`src/rtl/prefix_adder_arbiter_if.sv`:
```
// Bundle between the prefix-adder arbiter, its two requesters, the shared
// combinational adder and the response consumer.
interface prefix_adder_arbiter_if #(
   parameter int WIDTH = 8
);
   logic             req0_valid;
   logic             req0_ready;
   logic [WIDTH-1:0] req0_a;
   logic [WIDTH-1:0] req0_b;
   logic             req0_cin;
   logic             req0_last;

   logic             req1_valid;
   logic             req1_ready;
   logic [WIDTH-1:0] req1_a;
   logic [WIDTH-1:0] req1_b;
   logic             req1_cin;
   logic             req1_last;

   logic [WIDTH-1:0] add_a;
   logic [WIDTH-1:0] add_b;
   logic             add_cin;
   logic [WIDTH-1:0] add_sum;
   logic             add_cout;

   logic             rsp_valid;
   logic             rsp_ready;
   logic             rsp_id;
   logic [WIDTH-1:0] rsp_sum;
   logic             rsp_cout;
   logic             rsp_last;

   // arbiter side
   modport slave (
      input  req0_valid, req0_a, req0_b, req0_cin, req0_last,
      input  req1_valid, req1_a, req1_b, req1_cin, req1_last,
      input  add_sum, add_cout, rsp_ready,
      output req0_ready, req1_ready, add_a, add_b, add_cin,
      output rsp_valid, rsp_id, rsp_sum, rsp_cout, rsp_last
   );

   // requester / adder / consumer side
   modport master (
      output req0_valid, req0_a, req0_b, req0_cin, req0_last,
      output req1_valid, req1_a, req1_b, req1_cin, req1_last,
      output add_sum, add_cout, rsp_ready,
      input  req0_ready, req1_ready, add_a, add_b, add_cin,
      input  rsp_valid, rsp_id, rsp_sum, rsp_cout, rsp_last
   );
endinterface

```
`src/rtl/prefix_adder_arbiter.sv`:
```
// Shares one combinational prefix adder between two requesters. Each request
// is a multi-beat packet (LSB beat first); carry is chained between beats
// internally, ownership is locked for a whole packet, and packets are granted
// round-robin. Every beat's {sum,cout} lands in a one-entry response register.
module prefix_adder_arbiter #(
   parameter int WIDTH = 8
) (
   input logic                  clk,
   input logic                  rst_n,
   prefix_adder_arbiter_if.slave bus
);
   typedef enum logic [1:0] {IDLE, OWN0, OWN1} state_t;

   state_t           state;
   logic             prio;      // requester that wins the next tie in IDLE
   logic             carry_q;   // carry chained into the next beat of the packet
   logic             rsp_valid;
   logic             rsp_id;
   logic [WIDTH-1:0] rsp_sum;
   logic             rsp_cout;
   logic             rsp_last;

   logic             gnt_any;
   logic             gnt_id;
   logic             slot_free;
   logic             sel_valid;
   logic             sel_ready;
   logic             sel_last;
   logic             accept;

   // Grant: owner is locked mid-packet, otherwise single valid wins or prio breaks the tie
   always_comb begin
      gnt_any = 1'b0;
      gnt_id  = 1'b0;
      case (state)
         IDLE: begin
            if (bus.req0_valid && bus.req1_valid) begin
               gnt_any = 1'b1;
               gnt_id  = prio;
            end else if (bus.req0_valid) begin
               gnt_any = 1'b1;
               gnt_id  = 1'b0;
            end else if (bus.req1_valid) begin
               gnt_any = 1'b1;
               gnt_id  = 1'b1;
            end
         end
         OWN0: begin
            gnt_any = 1'b1;
            gnt_id  = 1'b0;
         end
         OWN1: begin
            gnt_any = 1'b1;
            gnt_id  = 1'b1;
         end
         default: begin
            gnt_any = 1'b0;
            gnt_id  = 1'b0;
         end
      endcase
   end

   assign slot_free      = ~rsp_valid | bus.rsp_ready;
   assign bus.req0_ready = rst_n & gnt_any & ~gnt_id & slot_free;
   assign bus.req1_ready = rst_n & gnt_any &  gnt_id & slot_free;

   assign sel_valid = gnt_id ? bus.req1_valid : bus.req0_valid;
   assign sel_ready = gnt_id ? bus.req1_ready : bus.req0_ready;
   assign sel_last  = gnt_id ? bus.req1_last  : bus.req0_last;
   assign accept    = sel_valid & sel_ready;

   // Adder operand mux: first beat of a packet takes the requester's cin, later beats the chained carry
   always_comb begin
      bus.add_a   = '0;
      bus.add_b   = '0;
      bus.add_cin = 1'b0;
      if (gnt_any) begin
         bus.add_a   = gnt_id ? bus.req1_a : bus.req0_a;
         bus.add_b   = gnt_id ? bus.req1_b : bus.req0_b;
         bus.add_cin = (state == IDLE) ? (gnt_id ? bus.req1_cin : bus.req0_cin) : carry_q;
      end
   end

   // Packet FSM, round-robin pointer, carry chain and response register
   always_ff @(posedge clk or negedge rst_n) begin
      if (!rst_n) begin
         state     <= IDLE;
         prio      <= 1'b0;
         carry_q   <= 1'b0;
         rsp_valid <= 1'b0;
         rsp_id    <= 1'b0;
         rsp_sum   <= '0;
         rsp_cout  <= 1'b0;
         rsp_last  <= 1'b0;
      end else if (accept) begin
         rsp_valid <= 1'b1;
         rsp_id    <= gnt_id;
         rsp_sum   <= bus.add_sum;
         rsp_cout  <= bus.add_cout;
         rsp_last  <= sel_last;
         if (sel_last) begin
            state   <= IDLE;
            prio    <= ~gnt_id;
            carry_q <= 1'b0;
         end else begin
            state   <= gnt_id ? OWN1 : OWN0;
            carry_q <= bus.add_cout;
         end
      end else if (bus.rsp_ready) begin
         rsp_valid <= 1'b0;
      end
   end

   assign bus.rsp_valid = rsp_valid;
   assign bus.rsp_id    = rsp_id;
   assign bus.rsp_sum   = rsp_sum;
   assign bus.rsp_cout  = rsp_cout;
   assign bus.rsp_last  = rsp_last;
endmodule

```
`src/flat_wrapper.sv`:
```
// flat-port wrapper written by rule: the top's interface ports become plain ports
module prefix_adder_arbiter_flat 
#(
   parameter int WIDTH = 8
)
  (clk, rst_n, bus_req0_valid, bus_req0_a, bus_req0_b, bus_req0_cin, bus_req0_last, bus_req1_valid, bus_req1_a, bus_req1_b, bus_req1_cin, bus_req1_last, bus_add_sum, bus_add_cout, bus_rsp_ready, bus_req0_ready, bus_req1_ready, bus_add_a, bus_add_b, bus_add_cin, bus_rsp_valid, bus_rsp_id, bus_rsp_sum, bus_rsp_cout, bus_rsp_last);
  prefix_adder_arbiter_if #(.WIDTH(WIDTH)) bus_i ();
  input logic clk;
  input logic rst_n;
  input wire logic [$bits(bus_i.req0_valid)-1:0] bus_req0_valid;
  input wire logic [$bits(bus_i.req0_a)-1:0] bus_req0_a;
  input wire logic [$bits(bus_i.req0_b)-1:0] bus_req0_b;
  input wire logic [$bits(bus_i.req0_cin)-1:0] bus_req0_cin;
  input wire logic [$bits(bus_i.req0_last)-1:0] bus_req0_last;
  input wire logic [$bits(bus_i.req1_valid)-1:0] bus_req1_valid;
  input wire logic [$bits(bus_i.req1_a)-1:0] bus_req1_a;
  input wire logic [$bits(bus_i.req1_b)-1:0] bus_req1_b;
  input wire logic [$bits(bus_i.req1_cin)-1:0] bus_req1_cin;
  input wire logic [$bits(bus_i.req1_last)-1:0] bus_req1_last;
  input wire logic [$bits(bus_i.add_sum)-1:0] bus_add_sum;
  input wire logic [$bits(bus_i.add_cout)-1:0] bus_add_cout;
  input wire logic [$bits(bus_i.rsp_ready)-1:0] bus_rsp_ready;
  output wire logic [$bits(bus_i.req0_ready)-1:0] bus_req0_ready;
  output wire logic [$bits(bus_i.req1_ready)-1:0] bus_req1_ready;
  output wire logic [$bits(bus_i.add_a)-1:0] bus_add_a;
  output wire logic [$bits(bus_i.add_b)-1:0] bus_add_b;
  output wire logic [$bits(bus_i.add_cin)-1:0] bus_add_cin;
  output wire logic [$bits(bus_i.rsp_valid)-1:0] bus_rsp_valid;
  output wire logic [$bits(bus_i.rsp_id)-1:0] bus_rsp_id;
  output wire logic [$bits(bus_i.rsp_sum)-1:0] bus_rsp_sum;
  output wire logic [$bits(bus_i.rsp_cout)-1:0] bus_rsp_cout;
  output wire logic [$bits(bus_i.rsp_last)-1:0] bus_rsp_last;
  assign bus_i.req0_valid = bus_req0_valid;
  assign bus_i.req0_a = bus_req0_a;
  assign bus_i.req0_b = bus_req0_b;
  assign bus_i.req0_cin = bus_req0_cin;
  assign bus_i.req0_last = bus_req0_last;
  assign bus_i.req1_valid = bus_req1_valid;
  assign bus_i.req1_a = bus_req1_a;
  assign bus_i.req1_b = bus_req1_b;
  assign bus_i.req1_cin = bus_req1_cin;
  assign bus_i.req1_last = bus_req1_last;
  assign bus_i.add_sum = bus_add_sum;
  assign bus_i.add_cout = bus_add_cout;
  assign bus_i.rsp_ready = bus_rsp_ready;
  assign bus_req0_ready = bus_i.req0_ready;
  assign bus_req1_ready = bus_i.req1_ready;
  assign bus_add_a = bus_i.add_a;
  assign bus_add_b = bus_i.add_b;
  assign bus_add_cin = bus_i.add_cin;
  assign bus_rsp_valid = bus_i.rsp_valid;
  assign bus_rsp_id = bus_i.rsp_id;
  assign bus_rsp_sum = bus_i.rsp_sum;
  assign bus_rsp_cout = bus_i.rsp_cout;
  assign bus_rsp_last = bus_i.rsp_last;
  prefix_adder_arbiter #(.WIDTH(WIDTH)) u_core (.clk(clk), .rst_n(rst_n), .bus(bus_i));
endmodule
```
`config.mk`:
```
export PLATFORM = sky130hd
export DESIGN_NAME = prefix_adder_arbiter_flat
export DESIGN_NICKNAME = d
export VERILOG_FILES = /design/src/rtl/prefix_adder_arbiter_if.sv /design/src/rtl/prefix_adder_arbiter.sv /design/src/flat_wrapper.sv
export SDC_FILE = /design/constraint.sdc
export NUM_CORES = 1
export LEC_CHECK = 0
export CAP_MARGIN = 5
export CORE_AREA = 5 5 61 63
export CTS_BUF_LIST = sky130_fd_sc_hd__clkbuf_16
export CTS_CLUSTER_DIAMETER = 60
export CTS_CLUSTER_SIZE = 14
export DETAILED_ROUTE_END_ITERATION = 16
export DIE_AREA = 0 0 66 68
export PLACE_DENSITY_LB_ADDON = 0.15
export REMOVE_ABC_BUFFERS = 1
export SYNTH_ARGS = -nofsm -noshare
export SYNTH_HDL_FRONTEND = slang
export SYNTH_SLANG_ARGS = --single-unit
```
`constraint.sdc`:
```
create_clock -name clk -period 5.22 [get_ports clk]
set_input_delay 0.522 -clock clk [delete_from_list [all_inputs] [get_ports clk]]
set_output_delay 0.522 -clock clk [all_outputs]
set_load 0.02 [all_outputs]
```
==> metrics.txt <==
Clock Power Share 10.5%; Worst-Margin Slew ~0.74 ns; clock-pin slew on the worst setup and hold paths ~0.05 ns; Synth Warn # 0; post-cts resize count 0; Final #Nets 253; Min-Delay Path Depth 1; setup TNS 0 ns; TritonCTS Sinks 16; Final ANT Viol Nets 0; row cnt 21; R2R Path End u_core.bus.rsp_sum[5]$_DFFE_PN0P_; vias in the first global route ~1,100; Initial Util 33.7%; Filler Cells Inserted approximately 270; area of the die between 4000 and 5000 um2; GRT Total Usage between 10 and 15%; final hold violation count 0; layout cells sized above 1 11.7%; final wirelength approximately 3400 um; First-pass DRT Iterations 4; Max Slew Vio Count 0; RSZ-0062 raised after global routing no; most frequent cell on the critical path clkdlybuf4s50_1; WP data required between 4 and 5 ns; crit end category output pin; Leak 0.847 nW; PD cells between 600 and 700 nW/um2; TritonCTS Buffers 3; CTS Root Cell clkbuf_16; Post-Syn Instances between 100 and 150; Tot Pwr between 0.001 and 0.0015 W; Max Clock Freq slightly below 300 MHz; worst min-delay path endpoint u_core.bus.rsp_cout$_DFFE_PN0P_; Post-synth top flop dfrtp_1; Clk Latency, worst-skew pair about 0.24 ns; residual DRC count 0; CP Class in -> out; Hold/Removal Path Class reg -> reg; postcts setup bufs 0; total number of vias between 1,000 and 1,500; Post-synth EDFFs 0; Core ar. about 3200 um2; worst r2r src u_core.state[1]$_DFFE_PN0P_; clk buf depth 2; IO Count about 80; Hold Crit Start u_core.bus.rsp_cout$_DFFE_PN0P_; Top delay family on crit path buffers and inverters; vias per cell ~4.7; register area share after synthesis between 30% and 40%; Sw Share a little over two fifths; # hold bufs at CTS 0; CP max stage cell clkdlybuf4s50_1; GRT overflow 0; Crit path buffers/inverters 2; Seq pwr share 16.4%; htree depth 1; Worst Reg-to-Reg Cells 6; outcome complete, no violations; Layout area overhead 84.6%; syn avg cell area between 8 and 9 um2; Worst IR Drop VDD roughly 0.32 mV; Synth Register Bits 16; Setup Skew 0.000888 ns; DP Wirelength about 2700 um; ANT cells 0; Tmin final around 3.4 ns; cells along the critical path clkdlybuf4s50_1 > nor4b_4 > and2_1 > clkdlybuf4s50_1; Post-Synthesis Cell Area between 1000 and 1500 um2; Tcrit/Tclk final between 60 and 70%; max-cap violations 0; DR WL/cell ~14 um; initial antenna violation count 0; flop2flop setup slack approximately 3.1 ns; combinational power share between 70 and 80%; Synth async-reset ratio 100%; CTS tree yes; P_sw between 0.0005 and 0.0006 W; Die Ht 68 um; GPL Wtd Cong 0.789; number of buffers added on ports 80; # setup viols final 0; drt first-iter violations 36; Internal Pwr Total between 0.0007 and 0.0008 W; Worst setup SP type primary input; largest net degree at the start of global routing 22; Max FO, Critical Path 17; first-pass GRT wire length roughly 5200 um; Die Width 66 um; Largest stage delay, worst path 0.95 ns; arrival time worst endpoint ~2.9 ns; worst rel slew slack about 50%; count of cell types in the netlist 26
## kinds of logic (layout without fill, tap and decap cells)
group / count (synthesis) / count (layout) / share of synthesized area, %
adders and majority gates: 4 / 4 / 4.67
muxes: 13 / 13 / 16.0
DFF: 16 / 16 / 37.3
AOI/OAI and AO/OA: 27 / 27 / 15.5
buffers and inverters: 10 / 87 / 4.20
and+or+nand+nor: 50 / 50 / 22.3
## final cells by class
cell class              instances  area, um2  share of cell area, %
inverters                       3       11.3                  0.569
multi-input cells              94        627                   31.7
flip-flops and latches         16        400                   20.2
well taps                      46       57.6                   2.91
clock buffers                   3       75.1                   3.79
repair buffers                 81        808                   40.8
## worst max-delay path by stage
| stage | startpoint | to | slack (ns) | cells after the start |
|---|---|---|---|---|
| after floorplan | u_core.state[0]$_DFFE_PN0P_ | bus_add_cin | 2.44 | 6 |
| after global placement | rst_n | bus_req1_ready | 1.84 | 4 |
| after detailed placement | rst_n | bus_req0_ready | 1.75 | 4 |
| after CTS | rst_n | bus_req0_ready | 1.77 | 4 |
| after global routing | rst_n | bus_req0_ready | 1.56 | 4 |
| final | rst_n | bus_req0_ready | 1.84 | 4 |
## metrics by stage
step	instances	utilization, %	area (um2)	hold slack, ns	worst slack (ns)
2_1_floorplan	113	-	1040	0.226	2.44
3_3_place_gp	240	59.9	1900	0.475	1.84
3_5_place_dp	240	59.9	1900	0.484	1.75
4_1_cts	243	62.3	1980	0.497	1.77
5_1_grt	243	62.3	1980	0.523	1.56
6_report	243	62.3	1980	0.494	1.84
## synthesized netlist by cell type (3+ instances only)
library cell	number	area share (%)
ha_1	4	4.7
a21oi_1	18	8.4
nand2_1	36	13
mux2_4	7	9.8
clkbuf_1	6	2.1
dfrtp_1	16	37
nor2_1	3	1.1
inv_1	3	1.1
mux2_2	5	5.3
## layer usage
layer	GRT usage [%]	wire length, um	part of all wire [%]	vias up
li1	-	-	-	562
met1	16.5	1280	38	535
met2	27.7	1780	53	52
met3	3.94	301	8.9	0
met4	4.06	0	0	0
met5	0	0	0	-
## power groups by stage
| stage | Sequential, W | Combinational [W] | Clock (W) |
|---|---|---|---|
| global placement | 0.000223 | 0.000991 | 0 |
| floorplan | 0.000278 | 0.000512 | 0 |
| global route | 0.000232 | 0.00107 | 0.000153 |
| finish | 0.000224 | 0.000994 | 0.000144 |
| CTS | 0.000224 | 0.00101 | 0.000148 |
| detailed placement | 0.000224 | 0.00101 | 0 |
## sequential cells by signal (all words and copies together) (netlist names)
register and flops:
u_core.bus.rsp_cout 1, u_core.bus.rsp_id 1, u_core.bus.rsp_last 1, u_core.bus.rsp_sum 8, u_core.bus.rsp_valid 1, u_core.carry_q 1, u_core.prio 1, u_core.state 2
## placed cells by master (no fill, tap or decap), types with 2 or more instances in the layout
master	synthesis	layout
o2bb2ai_1	2	2
inv_1	3	3
mux2_4	7	7
nand3_1	2	2
a21oi_1	18	18
clkbuf_16	0	3
nor2_1	3	3
and2_1	2	2
nor2b_1	2	2
o21bai_1	2	2
nand2_1	36	36
dfrtp_1	16	16
clkdlybuf4s50_1	0	80
ha_1	4	4
mux2_2	5	5
Note: power is estimated with default switching activity, not from simulation.
